===== config.mk =====
export PLATFORM = sky130hd
export DESIGN_NAME = knight_rider_monitor
export DESIGN_NICKNAME = d
export VERILOG_FILES = /design/src/rtl/knight_rider_monitor.sv
export SDC_FILE = /design/constraint.sdc
export NUM_CORES = 1
export LEC_CHECK = 0
export CAP_MARGIN = 30
export CORE_ASPECT_RATIO = 2
export CORE_MARGIN = 5
export CORE_UTILIZATION = 35
export CTS_CLUSTER_SIZE = 24
export DETAILED_ROUTE_END_ITERATION = 10
export PLACE_DENSITY = 0.58
export SYNTH_ARGS = -nofsm -noshare
export SYNTH_HDL_FRONTEND = slang
export SYNTH_SLANG_ARGS = --single-unit

===== constraint.sdc =====
create_clock -name clk -period 3.2 [get_ports clk]
set_clock_uncertainty 0.15 [all_clocks]
set_input_delay 0.32 -clock clk [delete_from_list [all_inputs] [get_ports clk]]
set_output_delay 0.32 -clock clk [all_outputs]
set_load 0.01 [all_outputs]

===== src/rtl/knight_rider_monitor.sv =====
// Watches a bouncing single-LED bus and checks step order and per-step hold length.
// state | meaning
// SYNC  | waiting for an adjacent one-hot change to pick up the sweep
// LOCK  | tracking the sweep; every step checked for adjacency and hold length
module knight_rider_monitor #(
   parameter logic [21:0] PERIOD = 22'd15
) (
   input  logic       clk,
   input  logic       rst,
   input  logic [7:0] dataIn,
   output logic       locked,
   output logic [2:0] position,
   output logic       dirLeft,
   output logic [7:0] sweepCount,
   output logic       error,
   output logic [1:0] errCode
);

   typedef enum logic {SYNC = 1'b0, LOCK = 1'b1} state_t;

   localparam logic [21:0] HOLD_MAX = PERIOD + 22'd1;

   state_t      state_q, state_d;
   logic [7:0]  last_q, last_d;
   logic [21:0] hold_cnt_q, hold_cnt_d;
   logic [2:0]  position_q, position_d;
   logic        dir_q, dir_d;
   logic [7:0]  sweep_q, sweep_d;
   logic        error_q, error_d;
   logic [1:0]  err_code_q, err_code_d;

   logic        change, cur_oh, last_oh, step_dn, step_up;
   logic        legal, new_dir;
   logic [1:0]  fault;

   function automatic logic is_onehot(input logic [7:0] v);
      return (v != 8'd0) && ((v & (v - 8'd1)) == 8'd0);
   endfunction

   function automatic logic [2:0] bit_index(input logic [7:0] v);
      logic [2:0] idx;
      idx = 3'd0;
      for (int i = 0; i < 8; i++)
         if (v[i]) idx = 3'(i);
      return idx;
   endfunction

   always_comb begin
      change  = (dataIn != last_q);
      cur_oh  = is_onehot(dataIn);
      last_oh = is_onehot(last_q);
      step_dn = (dataIn == (last_q >> 1));
      step_up = (dataIn == (last_q << 1));

      // The ends of the bar reverse direction instead of shifting off.
      if (!dir_q) begin
         legal   = (last_q == 8'h01) ? (dataIn == 8'h02) : step_dn;
         new_dir = (last_q == 8'h01);
      end else begin
         legal   = (last_q == 8'h80) ? (dataIn == 8'h40) : step_up;
         new_dir = (last_q != 8'h80);
      end

      state_d    = state_q;
      last_d     = dataIn;
      position_d = position_q;
      dir_d      = dir_q;
      sweep_d    = sweep_q;
      error_d    = 1'b0;
      err_code_d = err_code_q;
      fault      = 2'd0;

      if (change)
         hold_cnt_d = 22'd1;
      else if (hold_cnt_q == HOLD_MAX)
         hold_cnt_d = hold_cnt_q;
      else
         hold_cnt_d = hold_cnt_q + 22'd1;

      case (state_q)
         SYNC: begin
            if (change && cur_oh && last_oh && (step_dn || step_up)) begin
               state_d    = LOCK;
               dir_d      = step_up;
               position_d = bit_index(dataIn);
            end
         end
         LOCK: begin
            if (change) begin
               if (!cur_oh)
                  fault = 2'd1;
               else if (!legal)
                  fault = 2'd2;
               else if (hold_cnt_q != PERIOD)
                  fault = 2'd3;
               else begin
                  dir_d      = new_dir;
                  position_d = bit_index(dataIn);
                  if (last_q == 8'h40 && dataIn == 8'h80)
                     sweep_d = sweep_q + 8'd1;
               end
            end else if (hold_cnt_q == PERIOD) begin
               fault = 2'd3;
            end
         end
         default: state_d = SYNC;
      endcase

      if (fault != 2'd0) begin
         error_d    = 1'b1;
         err_code_d = fault;
         state_d    = SYNC;
      end
   end

   always_ff @(posedge clk or posedge rst) begin
      if (rst) begin
         state_q    <= SYNC;
         last_q     <= 8'd0;
         hold_cnt_q <= 22'd0;
         position_q <= 3'd0;
         dir_q      <= 1'b0;
         sweep_q    <= 8'd0;
         error_q    <= 1'b0;
         err_code_q <= 2'd0;
      end else begin
         state_q    <= state_d;
         last_q     <= last_d;
         hold_cnt_q <= hold_cnt_d;
         position_q <= position_d;
         dir_q      <= dir_d;
         sweep_q    <= sweep_d;
         error_q    <= error_d;
         err_code_q <= err_code_d;
      end
   end

   assign locked     = (state_q == LOCK);
   assign position   = position_q;
   assign dirLeft    = dir_q;
   assign sweepCount = sweep_q;
   assign error      = error_q;
   assign errCode    = err_code_q;

endmodule

=== Word level (Yosys, flattened, before mapping) ===
Cells that the tools add are included.

* Output and inout port bits: 16
* Input bits: 10
* Word-level logic and storage cells: 84
* Register bits: 46

* Reductions and logical operators: 14
* Bitwise operators: 4
* Add/sub/neg operators: 4
* Eq/ne operators: 19
* Multiplexer cells: 35

{| class="wikitable"
|+ Operator list
! cell !! number
|-
| $mux 22 || 2
|-
| $mux 3 || 11
|-
| $add 22x1->22 const B || 1
|-
| $eq 22x4->1 const B || 1
|-
| $eq 22x5->1 const B || 1
|-
| $ne 22x4->1 const B || 1
|-
| $and 8x8->8 || 2
|-
| $eq 8x7->1 const B || 2
|-
| $eq 8x8->1 const B || 2
|-
| $logic_not 8->1 || 2
|-
| $reduce_bool 8->1 || 2
|-
| $sub 8x1->8 const B || 2
|-
| $mux 1 || 14
|-
| $mux 2 || 6
|-
| $add 8x1->8 const B || 1
|-
| $eq 8x1->1 const B || 1
|-
| $eq 8x2->1 const B || 1
|-
| $eq 8x7->1 || 1
|-
| $eq 8x8->1 || 1
|-
| $ne 8x8->1 || 1
|-
| $ne 8x8->1 const B || 1
|-
| $logic_and 1x1->1 || 6
|-
| $ne 2x1->1 const B || 3
|-
| $ne 2x2->1 const B || 3
|-
| 7 further kinds || 8
|}

=== Depth between registers and ports, before layout ===
Gate-level depths: netlist (run 1).

* Depth in word-level cells: 12
* Depth in mapped cells: 9
* Depth with buffers taken out: 8

=== Least setup slack after synthesis (run 1) ===
Ideal clock, no wire load.

* Kind: register -> register
* Start point: register last_q[1]
* End point: register position_q[0], in the netlist position[0]
* Arrival: 2043 ps
* Required time: 2925 ps
* Setup slack: 882 ps
* Cell stages (with the launch flop): 9
* Setup time: 125 ps
* Clock period less this slack: 2318 ps
* Cell sequence: dfrtp_1 -> buf_6 -> nor4_4 -> and4b_4 -> a41oi_1 -> o21ai_2 -> nand4b_4 -> mux2_4 -> mux2_4

* Cells in the longest elaborated chain, start to end: 8
* Elaborated cells on any way between the ends: 21

{| class="wikitable"
|+ RTL lines
! what !! line !! text
|-
| from (decl) || 24 || <nowiki>logic [7:0] last_q, last_d;</nowiki>
|-
| from (signal assigned) || 128 || <nowiki>last_q <= last_d;</nowiki>
|-
| $sub 8x1->8 || 37 || <nowiki>return (v != 8'd0) && ((v & (v - 8'd1)) == 8'd0);</nowiki>
|-
| $and 8x8->8 || 37 ||
|-
| $logic_not 8->1 || 37 ||
|-
| $logic_and 1x1->1 || 37 ||
|-
| $logic_and 1x1->1 (2 in a row) || 82 || <nowiki>if (change && cur_oh && last_oh && (step_dn || step_up)) begin</nowiki>
|-
| $ne 2x2->1 (no source line) || - ||
|-
| $reduce_and 5->1 (no source line) * || - ||
|-
| to (signal assigned) || 130 || <nowiki>position_q <= position_d;</nowiki>
|-
| to (decl) || 26 || <nowiki>logic [2:0] position_q, position_d;</nowiki>
|}

Mark *: on every way between the ends. The rest lies on a longest branch, timed or not.
A chain may end at the register's enable or synchronous reset.

=== Final worst setup path (run 1) ===
* Start point: input dataIn[5]
* End point: register position_q[2], in the netlist position[2]

* Cells in the longest elaborated chain, start to end: 9
* Elaborated cells on any way between the ends: 31

{| class="wikitable"
|+ RTL lines
! what !! line !! text
|-
| from (decl) || 10 || <nowiki>input logic [7:0] dataIn,</nowiki>
|-
| $sub 8x1->8 || 37 ||
|-
| $and 8x8->8 || 37 ||
|-
| $logic_not 8->1 || 37 ||
|-
| $logic_and 1x1->1 || 37 ||
|-
| $logic_and 1x1->1 (3 in a row) || 82 ||
|-
| $ne 2x2->1 (no source line) || - ||
|-
| $reduce_and 5->1 (no source line) || - ||
|}

Several ways; a longest one is shown, not always the timed one. The select of a mux whose other input is x is not followed.

==> results of run 1 <==
==> registers in the layout, indices dropped and copies added, names as in the netlist <==
signal / flops
dirLeft: 1
error: 1
errCode: 2
locked: 1
position: 3
hold_cnt_q: 22
last_q: 8
sweepCount: 8
==> metrics by stage <==
step	instances	utilization, %	power [uW]	instance area, um^2	setup WS [ns]
2_1_floorplan	286	-	680	2750	0.882
3_3_place_gp	390	39.7	709	3040	0.195
3_5_place_dp	390	39.7	710	3040	0.182
4_1_cts	398	41.7	1240	3190	0.488
5_1_grt	398	41.7	1280	3190	0.301
6_report	398	41.7	1230	3190	0.486
==> layer usage <==
metal	global-route usage (%)	vias up	wire length (um)
li1	-	1006	-
met1	12.9	992	2240
met2	26.5	29	3600
met3	2.30	23	113
met4	8.83	0	348
met5	0	-	0
==> final cells by class <==
type | instances | area, um^2 | share of cell area, %
Multi-Input combinational cell | 213 | 1460 | 45.6
Sequential cell | 46 | 1150 | 36.1
Timing Repair Buffer | 30 | 288 | 9.02
Clock buffer | 6 | 139 | 4.35
Tap cell | 94 | 118 | 3.69
Inverter | 7 | 26.3 | 0.824
Clock inverter | 2 | 12.5 | 0.392
==> kinds of logic after synthesis <==
| logic type | after synthesis | synth area share, % |
|---|---|---|
| AO/OA/AOI/OAI | 22 | 5.19 |
| XOR/XNOR | 49 | 15.6 |
| adder cells (fa/ha/maj) | 4 | 1.73 |
| buffers and inverters | 27 | 5.06 |
| flip-flops | 46 | 41.9 |
| multiplexers | 9 | 4.10 |
| AND/OR/NAND/NOR | 129 | 26.4 |
==> placed cells by master (no fill, tap or decap), drive strengths merged, types with 2 or more instances in the layout <==
| cell | netlist | layout |
|---|---|---|
| and3 | 4 | 4 |
| inv | 7 | 6 |
| o21ai | 7 | 7 |
| xor2 | 37 | 37 |
| nor2 | 38 | 38 |
| clkdlybuf4s50 | 0 | 25 |
| nor4b | 2 | 2 |
| a21oi | 6 | 6 |
| and2 | 2 | 2 |
| nand2 | 21 | 21 |
| nand3 | 16 | 16 |
| nor3 | 9 | 9 |
| clkinv | 0 | 2 |
| a211oi | 2 | 2 |
| or3 | 3 | 3 |
| nor4 | 15 | 15 |
| xnor2 | 12 | 12 |
| nor2b | 3 | 3 |
| clkbuf | 4 | 6 |
| ha | 3 | 3 |
| buf | 16 | 5 |
| nand4 | 5 | 5 |
| and4b | 3 | 3 |
| dfrtp | 46 | 46 |
| nand4b | 4 | 4 |
| mux2 | 6 | 6 |
| mux2i | 3 | 3 |
==> worst min path at each step <==
stage	startpoint	endpoint	cells past startpoint
3_5_place_dp	sweepCount[7]$_DFFE_PP0P_	sweepCount[7]$_DFFE_PP0P_	1
3_3_place_gp	sweepCount[7]$_DFFE_PP0P_	sweepCount[7]$_DFFE_PP0P_	1
5_1_grt	sweepCount[7]$_DFFE_PP0P_	sweepCount[7]$_DFFE_PP0P_	1
2_1_floorplan	dataIn[0]	last_q[0]$_DFF_PP0_	0
4_1_cts	sweepCount[7]$_DFFE_PP0P_	sweepCount[7]$_DFFE_PP0P_	1
6_report	sweepCount[7]$_DFFE_PP0P_	sweepCount[7]$_DFFE_PP0P_	1
==> worst max-delay path, stage by stage <==
cell	delay (ns)
clkdlybuf4s50_1	0.61
xor2_1	0.25
nor4_1	0.33
nand2_1	0.18
o21ai_2	0.26
nand4b_4	0.16
mux2_4	0.33
mux2_4	0.30
==> power breakdown <==
| part | total (uW) | switching (uW) | internal [uW] |
|---|---|---|---|
| registers | 607 | 17.9 | 589 |
| clock network | 530 | 220 | 309 |
| logic | 90.8 | 51.4 | 39.5 |
==> results.yml, run 1 <==
status:
  status: "finished, final reports clean"
detailed_routing:
  wl_um: 6300
  detail-route-antenna-nets: 0
  vias_per_cell: 5.15
  via_count: 2050
  drt-initial-drc-count: 82
  wl_per_cell_um: 15.8
  drtPass1Iterations: 4
  drc: 0
setup_path:
  path_max_fanout: 8
  reg2reg_depth: 7
  cp-end-kind: "flop"
  cp-endpoint: "position[2]$_DFFE_PP0P_"
  rr_endpoint: "position[2]$_DFFE_PP0P_"
  regToRegSetupSlack_ns: 0.65
  crit_start: "dataIn[5]"
  critPathRequiredTime_ns: 3.23
  path_class: "primary input to flop"
  rr_startpoint: "last_q[6]$_DFF_PP0_"
  start_kind: "primary input"
  crit_arrival_ns: 2.74
global_routing:
  grt_antenna_before_repair: 0
  grt_pass1_wl_um: 10400
  overflow: 0
  grt_max_degree: 47
  grt_pass1_vias: 2141
  grt.total_usage_pct: 13.9
clock_tree:
  cts_root_buf: "clkbuf_16"
  cts_sinks: 46
  cts_resized: 0
  cts_tree: "done"
  worstSkewPairLatency_ns: 0.29
  cts_setup_buffers: 0
  hold_buffers: 0
  h-tree-depth: 2
  clockBufferDepth: 2
  cts_made_buffers: 5
  clk_pin_slew_ns: 0.07
timing:
  whs_ns: 0.334
  finalMaxSlewViolations: 0
  setup_viol: 0
  slew_headroom_pct: 60.9
  max_freq_mhz: 369
  period_needed_ns: 2.71
  period_share_pct: 84.8
  rsz0062_at_grt: "no"
  finalSetupTns_ns: 0
  worst_slew_pin_slew_ns: 0.587
  final_hold_viol_count: 0
floorplanning:
  dieHeight_um: 135
  fp.dieArea_um2: 9830
  placementRows: 45
  coreArea_um2: 7660
  ios: 26
  die-width_um: 72.6
  start_util_pct: 35.9
synthesis:
  yosys_register_bits: 46
  synth_top_flop_cell: "dfrtp_1"
  syn_nets: 299
  yosysWarningCount: 0
  yosysTopAreaCell: "dfrtp_1"
  synth_edf_count: 0
  synth-seq-area-share_pct: 41.9
  yosysTopAreaCellShare_pct: 41.9
  synth.most_common_cell: "dfrtp_1"
  synth.avg_cell_area_um2: 9.60
  ys_types: 49
  netlist_top_cells_area: "dfrtp_1, xor2_1, nor2_1, xnor2_1, nand3_1"
  synthArstFlopShare_pct: 100
  synthTopCellsByCount: "dfrtp_1, nor2_1, xor2_1"
  syn-cell-area_um2: 2750
  syn_inst: 286
place:
  place_congestion: 0.913
  dp_hpwl_um: 4870
  port_buffers: 25
cells_and_area:
  nNetsFinal: 316
  diodes: 0
  layout-drive-gt1-share_pct: 10.2
  fill_cells: 784
  area_growth_syn_to_layout_pct: 16.2
pwr:
  p_leak_uw: 0.00128
  power.density_nw_per_um2: 385
  irDropWorstVdd_mv: 0.350
job:
  maxCapViolCount: 0
hold_path:
  hp-class: "flop to flop"
No activity file was read; power rests on OpenSTA's default activity.
==> run 2: changes to the inputs <==
Clock period 3.2 ns to 2.7 ns, I/O delays scaled along.
==> run 2 against run 1 <==
Effect of this change: count of clock-buffer cells in the layout stayed put; via count is 3.9% higher; worst hold slack worse by 0.040 ns; routed wire length is 4.2% higher; clock power is 13% higher; total power is 18% higher; die area stayed put; critical endpoint unchanged; largest power group unchanged.
==> results.yml, run 2 (synthesis gave the netlist of run 1 again) <==
setup_path:
  crit_arrival_ns: 2.64
  crit_chain: "clkdlybuf4s50_1 > buf_4 > nor4_4 > nand4b_1 > nand3_2 > o21ai_1 > nand3b_1 > mux2_4 > mux2_4"
  path_buf_inv: 2
  path_class: "primary input to flop"
  path_max_fanout: 6
  cp-end-kind: "flop"
  start_kind: "primary input"
  critPathRequiredTime_ns: 2.72
  crit_path_top_delay_cell: "clkdlybuf4s50_1"
  crit_top_cell: "mux2_4"
  critPathMaxStageDelay_ns: 0.50
  critPathTopFamily: "simple AND/OR/NAND/NOR gates"
cells_and_area:
  area_growth_syn_to_layout_pct: 23.2
  nNetsFinal: 342
  final_common_cell: "dfrtp_1"
  diodes: 0
  layout.area.seq_um2: 1150
  layout-drive-gt1-share_pct: 17.4
  final_area_um2: 3380
  top_register: "hold_cnt_q"
  multi_input_area_um2: 1470
  largest_reg_flops: 22
  fill_cells: 774
  final_cell_mix: "dfrtp_1, nor2_1, xor2_1"
global_routing:
  overflow: 0
  grt.total_usage_pct: 14.5
  grt_pass1_vias: 2292
  grt_antenna_before_repair: 0
  grt_pass1_wl_um: 10900
  grt_max_degree: 47
status:
  status: "finished, final reports clean"
detailed_routing:
  vias_per_cell: 5.05
  drtPass1Iterations: 4
  drc: 0
  wl_per_cell_um: 15.6
  wl_um: 6560
  via_count: 2130
  detail-route-antenna-nets: 0
  drt-initial-drc-count: 80
clock_tree:
  cts_tree: "done"
  hold_buffers: 0
  cts_made_buffers: 5
  cts_root_buf: "clkbuf_16"
  clockBufferDepth: 2
  h-tree-depth: 2
  clk_pin_slew_ns: 0.06
  cts_sinks: 46
  worstSkewPairLatency_ns: 0.29
timing:
  period_share_pct: 97.0
  max_freq_mhz: 382
  finalMaxSlewViolations: 0
  worst_slack_ns: 0.0820
  worst_slew_pin_slew_ns: 0.582
  final_hold_viol_count: 0
  setup_viol: 0
  slew_headroom_pct: 61.2
  period_needed_ns: 2.62
job:
  maxCapViolCount: 0
place:
  dpl-instance-area_um2: 3220
  dp_hpwl_um: 5090
  dp_slack_ns: -0.277
  place_congestion: 0.809
  port_buffers: 25
floorplanning:
  die-width_um: 72.6
  fp.dieArea_um2: 9830
  placementRows: 45
  dieHeight_um: 135
  ios: 26
  start_util_pct: 35.9
  coreArea_um2: 7660
pwr:
  p_leak_uw: 0.00141
  total_power_uw: 1440
  irDropWorstVdd_mv: 0.365
  power.density_nw_per_um2: 427
hold_path:
  hp-class: "primary input to asynchronous set/reset pin"
-- run 2: area by class of cell --
cell class | count | share of cell area [%]
well taps | 94 | 3.48
clock buffers | 6 | 4.10
repair buffers | 56 | 14.3
multi-input cells | 213 | 43.4
inverters | 7 | 0.776
flip-flops and latches | 46 | 34.0
-- run 2: timing repair --
item / in CTS / in global routing
buffers inserted: 0 / 2
setup endpoints to repair: 0 / 5
resized for setup: 0 / 2
-- run 2: per-stage QoR --
stage	TNS (ns)	util, %	hold WS [ns]	std cells
final	0	44.2	0.294	422
after global routing	-0.0164	44.2	0.359	422
after CTS	0	43.9	0.316	420
after detailed placement	-1.84	42.0	0.326	414
after global placement	-2.10	42.0	0.316	414
after floorplan	0	-	0.151	286
-- run 2: worst min-delay path, cell delays in order --
cell and delay (ns):
clkdlybuf4s50_1 0.40, clkinv_1 0.04, buf_4 0.48
-- run 2: worst paths after layout --
path | start | to | slack, ns | cells after the start
max | dataIn[3] | position[2]$_DFFE_PP0P_ | 0.08 | 9
min | rst | sweepCount[2]$_DFFE_PP0P_ | 0.29 | 3
max reg2reg | last_q[4]$_DFF_PP0_ | sweepCount[7]$_DFFE_PP0P_ | 0.20 | 8
min reg2reg | sweepCount[7]$_DFFE_PP0P_ | sweepCount[7]$_DFFE_PP0P_ | 0.34 | 1
max in group asynchronous | rst | hold_cnt_q[7]$_DFFE_PP0P_ | 1.72 | 3
min in group clk | sweepCount[7]$_DFFE_PP0P_ | sweepCount[7]$_DFFE_PP0P_ | 0.34 | 1
-- run 2: power by group --
group	total [uW]	leakage [uW]	internal [uW]	switching, uW
Combinational	129	0.000737	62.1	66.8
Clock	597	0.0000688	358	239
Sequential	719	0.000603	698	21.2
Total	1440	0.00141	1120	327
-- run 2: layer usage --
metal  global-route usage, %  up-vias  wire length [um]
met1                    14.0     1030              2260
li1                        -     1060                 -
met2                    28.2       28              3950
met3                    2.90       12               161
met4                    6.47        0               189
met5                       0        -                 0
==> run 3: changes to the inputs <==
Settings changed: CAP_MARGIN 30 to 20, CORE_MARGIN 5 to 1.
==> run 3 against run 2 <==
Effect of this change: worst hold slack lost 0.11 ns; critical path type unchanged; global-route usage up 3.1 points; highest routed layer unchanged; largest power group unchanged; count of clock-buffer cells in the layout is 1 lower; sequential power hardly changed; sequential share of layout area fell by 0.34 points; utilization rose by 0.77 points.
==> results.yml, run 3 (synthesis gave the netlist of run 1 again) <==
cells_and_area:
  final_common_cell: "dfrtp_1"
  area_growth_syn_to_layout_pct: 24.5
  final_cell_mix: "dfrtp_1, nor2_1, xor2_1"
  nNetsFinal: 340
  final_area_um2: 3420
  multi_input_area_um2: 1480
  layout-drive-gt1-share_pct: 18.0
  layout.area.seq_um2: 1150
  diodes: 0
  top_register: "hold_cnt_q"
  largest_reg_flops: 22
  fill_cells: 738
pwr:
  total_power_uw: 1550
  power.density_nw_per_um2: 453
  irDropWorstVdd_mv: 0.512
  p_leak_uw: 0.00142
clock_tree:
  h-tree-depth: 2
  hold_buffers: 0
  cts_root_buf: "clkbuf_16"
  clockBufferDepth: 2
  worstSkewPairLatency_ns: 0.29
  cts_made_buffers: 5
  cts_sinks: 46
  clk_pin_slew_ns: 0.07
  cts_tree: "done"
floorplanning:
  dieHeight_um: 127
  ios: 26
  coreArea_um2: 7600
  die-width_um: 64.6
  start_util_pct: 36.1
  fp.dieArea_um2: 8230
  placementRows: 45
detailed_routing:
  detail-route-antenna-nets: 0
  via_count: 2176
  vias_per_cell: 5.16
  wl_per_cell_um: 15.0
  drtPass1Iterations: 5
  drt-initial-drc-count: 88
  drc: 0
  wl_um: 6350
global_routing:
  grt.total_usage_pct: 17.6
  grt_use_met1_pct: 17.9
  grt_max_degree: 25
  grt_antenna_before_repair: 0
  met2_usage_pct: 32.5
  overflow: 0
  grt.met3_usage_pct: 3.04
  grt_pass1_vias: 2269
  grt_pass1_wl_um: 11000
  busiest_layer: "met2"
hold_path:
  hp-class: "primary input to asynchronous set/reset pin"
status:
  status: "finished, final reports clean"
setup_path:
  critPathRequiredTime_ns: 2.73
  cp-end-kind: "flop"
  crit_arrival_ns: 2.59
  regToRegSetupSlack_ns: 0.19
  start_kind: "primary input"
  path_class: "primary input to flop"
  path_max_fanout: 5
place:
  dp_hpwl_um: 4870
  port_buffers: 25
  dpl-instance-area_um2: 3220
  place_congestion: 0.925
timing:
  slew_headroom_pct: 65.4
  period_needed_ns: 2.56
  worst_slew_pin_slew_ns: 0.519
  rsz0062_at_grt: "no"
  max_freq_mhz: 391
  period_share_pct: 94.7
  finalSetupTns_ns: 0
  final_hold_viol_count: 0
  finalMaxSlewViolations: 0
  setup_viol: 0
job:
  maxCapViolCount: 0
[run 3: report_power, final]
part | total, uW | switching, uW | leakage (uW) | internal (uW)
clock | 700 | 266 | 0.0000836 | 433
sequential | 717 | 19.4 | 0.000603 | 698
combinational | 131 | 67.8 | 0.000738 | 63.0
total | 1550 | 353 | 0.00142 | 1190
[run 3: cell type report]
class	instances	area share, %
multi-input combinational	213	43.2
tap	94	3.44
clock inverter	3	1.17
timing repair buffer	54	14.1
sequential	46	33.7
inverter	7	0.769
clock buffer	5	3.66
[run 3: routing by layer]
metal,vias up,routed length (um),part of all wire (%)
met5,-,0,0
met1,1080,2350,37
met4,0,279,4.4
met2,22,3580,56
met3,18,140,2.2
li1,1056,-,-
[run 3: stage by stage]
step                utilization (%)  worst slack, ns  cells  hold WS (ns)
finish                         45.0            0.144    422         0.181
CTS                            44.6            0.101    421         0.201
floorplan                         -            0.382    286         0.151
global placement               42.4           -0.171    413         0.312
detailed placement             42.4           -0.197    413         0.323
global route                   45.0           0.0184    422         0.244
[run 3: critical path, stage by stage]
cell             delay (ns)
clkdlybuf4s50_1        0.52
xor2_1                 0.21
nor4_1                 0.34
nand2_1                0.15
a2bb2oi_1              0.29
nand3b_1               0.19
mux2_4                 0.32
mux2_4                 0.30
[run 3: path summary, 6_finish.rpt]
path	startpoint	to	depth (start not counted)
max	dataIn[1]	position[2]$_DFFE_PP0P_	8
min	rst	hold_cnt_q[14]$_DFFE_PP0P_	2
max reg2reg	last_q[2]$_DFF_PP0_	position[2]$_DFFE_PP0P_	7
min reg2reg	sweepCount[7]$_DFFE_PP0P_	sweepCount[7]$_DFFE_PP0P_	1
max in group asynchronous	rst	hold_cnt_q[2]$_DFFE_PP0P_	3
min in group clk	dataIn[3]	last_q[3]$_DFF_PP0_	2
[run 3: repair_timing]
item	in CTS	in global routing
endpoints found under the setup margin	0	5
endpoints found under the hold margin	0	0
buffers inserted	0	1
resized for setup	0	4
